<file path="config.mk">
export PLATFORM = sky130hd
export DESIGN_NAME = mips_hazard_ctrl
export DESIGN_NICKNAME = d
export VERILOG_FILES = /design/src/rtl/mips_pkg.sv /design/src/rtl/mips_fwd_sel.sv /design/src/rtl/mips_hazard_ctrl.sv
export SDC_FILE = /design/constraint.sdc
export NUM_CORES = 1
export LEC_CHECK = 0
export BUFFER_PORTS_ARGS = -buffer_cell sky130_fd_sc_hd__buf_2
export CORE_MARGIN = 4
export CORE_UTILIZATION = 43
export CTS_BUF_LIST = sky130_fd_sc_hd__clkbuf_4
export CTS_CLUSTER_SIZE = 20
export DETAILED_ROUTE_END_ITERATION = 8
export PLACE_DENSITY = 0.89
export SLEW_MARGIN = 20
export SYNTH_ARGS = -nofsm -noshare
export SYNTH_HDL_FRONTEND = slang
export SYNTH_HIERARCHICAL = 1
export SYNTH_SLANG_ARGS = --single-unit
</file>
<file path="constraint.sdc">
create_clock -name Clk -period 3.1 [get_ports Clk]
set_input_delay 0.93 -clock Clk [delete_from_list [all_inputs] [get_ports Clk]]
set_output_delay 0.93 -clock Clk [all_outputs]
set_load 0.05 [all_outputs]
</file>
<file path="src/rtl/mips_pkg.sv">
// Shared types and constants for the MIPS pipeline hazard/forwarding controller.
package mips_pkg;

    typedef enum logic [1:0] {
        ST_RUN      = 2'd0,
        ST_MEM_WAIT = 2'd1,
        ST_MUL_WAIT = 2'd2
    } state_t;

    localparam logic [1:0] FWD_REG = 2'b00;
    localparam logic [1:0] FWD_WB  = 2'b01;
    localparam logic [1:0] FWD_MEM = 2'b10;

    localparam int BRANCH_ID = 0;
    localparam int BRANCH_EX = 1;

endpackage

</file>
<file path="src/rtl/mips_fwd_sel.sv">
// Operand forwarding select for one source register; the MEM stage wins over WB.
module mips_fwd_sel
    import mips_pkg::*;
#(
    parameter int ADDR_W = 5
) (
    input  logic [ADDR_W-1:0] i_src,
    input  logic [ADDR_W-1:0] i_mem_rd,
    input  logic              i_mem_rw,
    input  logic [ADDR_W-1:0] i_wb_rd,
    input  logic              i_wb_rw,
    output logic [1:0]        o_sel
);

    logic w_mem_hit;
    logic w_wb_hit;

    // r0 is hardwired to zero, so a write to it never produces a value worth forwarding
    assign w_mem_hit = i_mem_rw && (i_mem_rd != '0) && (i_mem_rd == i_src);
    assign w_wb_hit  = i_wb_rw  && (i_wb_rd  != '0) && (i_wb_rd  == i_src);

    always_comb begin
        o_sel = FWD_REG;
        if (w_mem_hit)
            o_sel = FWD_MEM;
        else if (w_wb_hit)
            o_sel = FWD_WB;
    end

endmodule

</file>
<file path="src/rtl/mips_hazard_ctrl.sv">
// Five-stage MIPS pipeline control: stalls, flushes and forwarding, including
// variable-latency data memory and a multi-cycle multiply/divide unit.
module mips_hazard_ctrl
    import mips_pkg::*;
#(
    parameter int ADDR_W       = 5,
    parameter int MUL_LAT      = 4,
    parameter int BRANCH_STAGE = 0
) (
    input  logic              Clk,
    input  logic              Rst,
    input  logic [ADDR_W-1:0] id_rs,
    input  logic [ADDR_W-1:0] id_rt,
    input  logic              id_uses_rs,
    input  logic              id_uses_rt,
    input  logic              id_is_branch,
    input  logic [ADDR_W-1:0] ex_rs,
    input  logic [ADDR_W-1:0] ex_rt,
    input  logic [ADDR_W-1:0] ex_rd,
    input  logic              ex_reg_write,
    input  logic              ex_mem_read,
    input  logic              ex_mul_start,
    input  logic [ADDR_W-1:0] mem_rd,
    input  logic              mem_reg_write,
    input  logic              mem_mem_read,
    input  logic [ADDR_W-1:0] wb_rd,
    input  logic              wb_reg_write,
    input  logic              redirect,
    input  logic              dmem_req,
    input  logic              dmem_ready,
    output logic              pc_we,
    output logic              if_id_we,
    output logic              id_ex_we,
    output logic              ex_mem_we,
    output logic              mem_wb_we,
    output logic              if_id_flush,
    output logic              id_ex_bubble,
    output logic              ex_mem_bubble,
    output logic              pc_redirect_en,
    output logic [1:0]        fwd_a,
    output logic [1:0]        fwd_b,
    output logic [1:0]        fwd_br_a,
    output logic [1:0]        fwd_br_b,
    output logic              mul_busy
);

    localparam int              CNT_W    = $clog2(MUL_LAT) + 1;
    localparam logic [CNT_W-1:0] CNT_LOAD = (MUL_LAT > 1) ? CNT_W'(MUL_LAT - 2) : '0;

    state_t           r_state;
    state_t           w_state_nxt;
    logic [CNT_W-1:0] r_cnt;
    logic [CNT_W-1:0] w_cnt_nxt;
    logic [CNT_W-1:0] w_cnt_dec;

    logic w_dstall;
    logic w_lu;
    logic w_bstall;
    logic w_mul_go;

    logic [3:0][ADDR_W-1:0] w_fwd_src;
    logic [3:0][1:0]        w_fwd_sel;

    // ------------------------------------------------------------------
    // Hazard terms
    // ------------------------------------------------------------------
    assign w_dstall = dmem_req && !dmem_ready;
    assign w_mul_go = ex_mul_start && (MUL_LAT > 1);
    assign w_cnt_dec = (r_cnt != '0) ? (r_cnt - CNT_W'(1)) : r_cnt;

    assign w_lu = ex_mem_read && ex_reg_write && (ex_rd != '0) &&
                  ((id_uses_rs && (ex_rd == id_rs)) || (id_uses_rt && (ex_rd == id_rt)));

    generate
        if (BRANCH_STAGE == BRANCH_ID) begin : g_br_id
            logic w_rs_dep;
            logic w_rt_dep;
            // An ALU result in EX or a load in MEM is not yet visible to the ID comparator
            assign w_rs_dep = (id_rs != '0) &&
                              ((ex_reg_write && (ex_rd == id_rs)) ||
                               (mem_mem_read && mem_reg_write && (mem_rd == id_rs)));
            assign w_rt_dep = (id_rt != '0) &&
                              ((ex_reg_write && (ex_rd == id_rt)) ||
                               (mem_mem_read && mem_reg_write && (mem_rd == id_rt)));
            assign w_bstall = id_is_branch &&
                              ((id_uses_rs && w_rs_dep) || (id_uses_rt && w_rt_dep));
        end else begin : g_br_ex
            assign w_bstall = 1'b0;
        end
    endgenerate

    // ------------------------------------------------------------------
    // Forwarding: 0 = ex_rs, 1 = ex_rt, 2 = id_rs, 3 = id_rt
    // ------------------------------------------------------------------
    assign w_fwd_src = {id_rt, id_rs, ex_rt, ex_rs};

    generate
        for (genvar g = 0; g < 4; g++) begin : g_fwd
            mips_fwd_sel #(
                .ADDR_W (ADDR_W)
            ) u_fwd_sel (
                .i_src    (w_fwd_src[g]),
                .i_mem_rd (mem_rd),
                .i_mem_rw (mem_reg_write),
                .i_wb_rd  (wb_rd),
                .i_wb_rw  (wb_reg_write),
                .o_sel    (w_fwd_sel[g])
            );
        end
    endgenerate

    assign fwd_a    = Rst ? w_fwd_sel[0] : FWD_REG;
    assign fwd_b    = Rst ? w_fwd_sel[1] : FWD_REG;
    assign fwd_br_a = (Rst && (BRANCH_STAGE == BRANCH_ID)) ? w_fwd_sel[2] : FWD_REG;
    assign fwd_br_b = (Rst && (BRANCH_STAGE == BRANCH_ID)) ? w_fwd_sel[3] : FWD_REG;

    assign mul_busy = (r_state == ST_MUL_WAIT);

    // ------------------------------------------------------------------
    // State register
    // ------------------------------------------------------------------
    always_ff @(posedge Clk or negedge Rst) begin
        if (!Rst) begin
            r_state <= ST_RUN;
            r_cnt   <= '0;
        end else begin
            r_state <= w_state_nxt;
            r_cnt   <= w_cnt_nxt;
        end
    end

    // ------------------------------------------------------------------
    // Next state and stall priority
    // ------------------------------------------------------------------
    always_comb begin
        w_state_nxt    = r_state;
        w_cnt_nxt      = r_cnt;
        pc_we          = 1'b1;
        if_id_we       = 1'b1;
        id_ex_we       = 1'b1;
        ex_mem_we      = 1'b1;
        mem_wb_we      = 1'b1;
        if_id_flush    = 1'b0;
        id_ex_bubble   = 1'b0;
        ex_mem_bubble  = 1'b0;
        pc_redirect_en = 1'b0;

        if (w_dstall) begin
            pc_we     = 1'b0;
            if_id_we  = 1'b0;
            id_ex_we  = 1'b0;
            ex_mem_we = 1'b0;
            mem_wb_we = 1'b0;
            // The multiplier keeps running under a memory stall; a pending mul start simply waits
            if (r_state == ST_MUL_WAIT)
                w_cnt_nxt = w_cnt_dec;
            else
                w_state_nxt = ST_MEM_WAIT;
        end else if ((r_state == ST_MUL_WAIT) && (r_cnt != '0)) begin
            pc_we         = 1'b0;
            if_id_we      = 1'b0;
            id_ex_we      = 1'b0;
            ex_mem_we     = 1'b0;
            ex_mem_bubble = 1'b1;
            w_cnt_nxt     = w_cnt_dec;
        end else if ((r_state != ST_MUL_WAIT) && w_mul_go) begin
            pc_we         = 1'b0;
            if_id_we      = 1'b0;
            id_ex_we      = 1'b0;
            ex_mem_we     = 1'b0;
            ex_mem_bubble = 1'b1;
            w_cnt_nxt     = CNT_LOAD;
            w_state_nxt   = ST_MUL_WAIT;
        end else begin
            // Final mul cycle lands here too: result captured and the pipe released together
            w_state_nxt = ST_RUN;
            if ((BRANCH_STAGE == BRANCH_EX) && redirect) begin
                pc_redirect_en = 1'b1;
                if_id_flush    = 1'b1;
                id_ex_bubble   = 1'b1;
            end else if (w_lu || w_bstall) begin
                pc_we        = 1'b0;
                if_id_we     = 1'b0;
                id_ex_bubble = 1'b1;
            end else if ((BRANCH_STAGE == BRANCH_ID) && redirect) begin
                pc_redirect_en = 1'b1;
                if_id_flush    = 1'b1;
            end
        end

        if (!Rst) begin
            pc_we          = 1'b0;
            if_id_we       = 1'b0;
            id_ex_we       = 1'b0;
            ex_mem_we      = 1'b0;
            mem_wb_we      = 1'b0;
            if_id_flush    = 1'b0;
            id_ex_bubble   = 1'b0;
            ex_mem_bubble  = 1'b0;
            pc_redirect_en = 1'b0;
        end
    end

endmodule

</file>
==> results.toml <==
[outcome]
failed_checks = "setup timing"
status = "finished with violations"

[timing]
rsz0062_at_grt = "true"
finalCritPeriodShare_pct = 114
tns_ps = -2180
slew_headroom_pct = 75.7
worst_pin_slew_ps = 363
fmax_mhz = 283
skew_ps = 4.29
fin_ws_ps = -431
final-setup-viol-count = 9
slew_viol_final = 0
hold_viol_final = 0
finalCriticalPeriod_ps = 3530

[critical_path]
crit_type = "in -> out"
cp_max_fo = 3
timing.rr.end = "r_cnt[0]$_DFFE_PN0P_"
reg2reg_slack_ps = 1790
setup.worst_path.start_class = "input port"
r2r-start = "r_cnt[0]$_DFFE_PN0P_"
end_kind = "output pin"
cp.required_ps = 2170
worstPathArrival_ps = 2600
reg2reg_depth = 5

[power]
total_power_uw = 762
powerDensity_mw_per_mm2 = 321
vdd_drop_max_v = 0.000146
power_leakage_uw = 0.00102

[finish]
layout-drive-gt1-share_pct = 53.7
area_growth_pct = 80.8
fillers = 143
fin_area_mm2 = 0.00237
diodes = 0
fin_nets = 320
final_util_pct = 83.9

[synth]
ys_ff_latch = 5
synth_cells = 168
seq_area_frac_synth_pct = 9.52
syn-num-nets = 219
synth-async-reset-ratio_pct = 100
ys.flop_type = "dfrtp_1"
ys_types = 31
ys_warn_count = 6
avgSynthCellArea_um2 = 7.82
synth_edf_count = 0
netlist_area_mm2 = 0.00131

[route]
drt-wirelength-per-cell_um = 19.2
vias = 1849
first_pass_iters = 6
initialDrtViolationCount = 87
viasPerCell = 6.18
ant_nets = 0
drc = 0
drt-total-wl_um = 5750

[die]
num_rows = 19
start_util_pct = 46.4
die-area_mm2 = 0.00400
die_w_um = 63.3
core_mm2 = 0.00283
io_pins = 67
die_height_um = 63.3

[hold_path]
hold_depth = 1
hold_end = "r_cnt[1]$_DFFE_PN0P_"
min_path_type = "reg -> reg"
hp-start = "r_cnt[1]$_DFFE_PN0P_"

[clock_tree]
cts_buffer_depth = 2
cts_tree = "yes"
htreeDepth = 1
ctsHoldBuffers = 0
clk_pin_slew_ps = 40
cts.sinks = 5
cts_buffers = 3
clk_latency_ps = 250
root_buffer = "clkbuf_4"

[global_routing]
antenna_found_initial = 0
track_usage_pct = 24.0
grt_start_max_net_pins = 14
grt_pass1_wl_um = 7820
grt_remaining_overflow = 0
first_global_vias = 1739

[run]
max_cap_violations = 0

[place]
placed_cell_area_mm2 = 0.00188
dp_slack_ps = -514
place_hpwl_um = 3430
gp_congestion = 0.863
numPortBuffers = 66
==> worst max path at each step <==
stage	endpoint	from	cells past startpoint
floorplan	pc_redirect_en	ex_rd[0]	5
finish	pc_redirect_en	ex_rd[0]	7
detailed placement	pc_redirect_en	ex_rd[0]	7
CTS	pc_redirect_en	ex_rd[0]	7
global route	pc_redirect_en	ex_rd[0]	7
global placement	if_id_flush	ex_rd[0]	7
==> kinds of logic (layout without fill, tap and decap cells) <==
logic type | count (synthesis) | count (layout) | share of synthesized area (%)
adders and majority gates | 2 | 2 | 1.90
xor gates and xnor gates | 52 | 52 | 34.7
muxes | 2 | 2 | 1.52
buffers and inverters | 13 | 113 | 5.71
DFF | 5 | 5 | 9.52
and+or+nand+nor | 68 | 68 | 28.4
AOI/OAI and AO/OA | 26 | 26 | 18.3
==> metrics by stage <==
stage | hold WS, ps | cells
final | 518 | 299
after global routing | 522 | 299
after CTS | 507 | 296
after global placement | 497 | 287
after detailed placement | 497 | 287
after floorplan | 482 | 168
==> sequential cells by signal (all words and copies together), names as in the netlist <==
register	flops
r_cnt	3
r_state	2
==> Yosys cell counts, types with 2 or more instances <==
cell / count / area [µm²]
xnor2_1: 40 / 350
nand3_1: 16 / 80.1
xor2_1: 12 / 105
nand2_1: 10 / 37.5
and2_1: 9 / 56.3
nor3_1: 8 / 40.0
buf_4: 7 / 52.6
a21oi_1: 6 / 30.0
inv_1: 6 / 22.5
nor2_1: 6 / 22.5
dfrtp_1: 5 / 125
a211oi_2: 4 / 50.1
nor3_2: 4 / 40.0
nor4_1: 4 / 25.0
o41ai_2: 4 / 65.1
o22ai_1: 3 / 18.8
o311a_1: 3 / 30.0
or3_1: 3 / 18.8
ha_1: 2 / 25.0
mux2i_1: 2 / 20.0
nand2b_1: 2 / 12.5
nand4_1: 2 / 12.5
o21ai_0: 2 / 10.0
==> worst max-delay path, cell delays in order <==
cell and delay [ps]:
buf_6 100, or3_1 370, o311a_1 310, a222oi_1 360
buf_4 180, and3_4 200, buf_8 150
==> final cells by class <==
class | count | area, µm² | area share (%)
clock buffer | 4 | 30.0 | 1.26
inverter | 6 | 22.5 | 0.948
multi-input combinational | 150 | 1300 | 54.9
sequential | 5 | 125 | 5.27
tap | 31 | 38.8 | 1.63
timing repair buffer | 103 | 855 | 36.0
==> cells in the final DEF (no fill, tap or decap), drive strengths merged <==
cell type,n
clkbuf,5
nor2b,1
nand2b,2
nor3b,1
o21ai,2
nand2,10
a222oi,1
a211oi,4
ha,2
xor2,12
and2,10
o22a,1
o41ai,4
dfrtp,5
nand3,16
a32o,1
o22ai,3
buf,102
o21bai,1
mux2i,2
nor4,4
nor3,12
o311a,3
and3,1
a21oi,6
or3,3
nand4,2
inv,6
nor2,6
xnor2,40
==> what timing repair did <==
item,in CTS,in global routing
buffers inserted,5,3
pin swaps,21,15
resized for setup,51,37
endpoints found under the setup margin,13,13
==> power breakdown <==
group	leakage [µW]	switching, µW	internal (µW)
combinational	0.000946	332	241
clock	0.0000184	27.9	57.5
sequential	0.0000601	12.0	91.7
==> metal layers <==
metal  part of all wire, %  vias to the layer above  GRT usage [%]
met5                     0                        -              0
met4                   4.5                        0           9.43
met3                   9.3                       37           3.20
met2                    52                      140           45.8
met1                    34                      874           26.3
li1                      -                      798              -
Power figures use the tool's default switching activity.
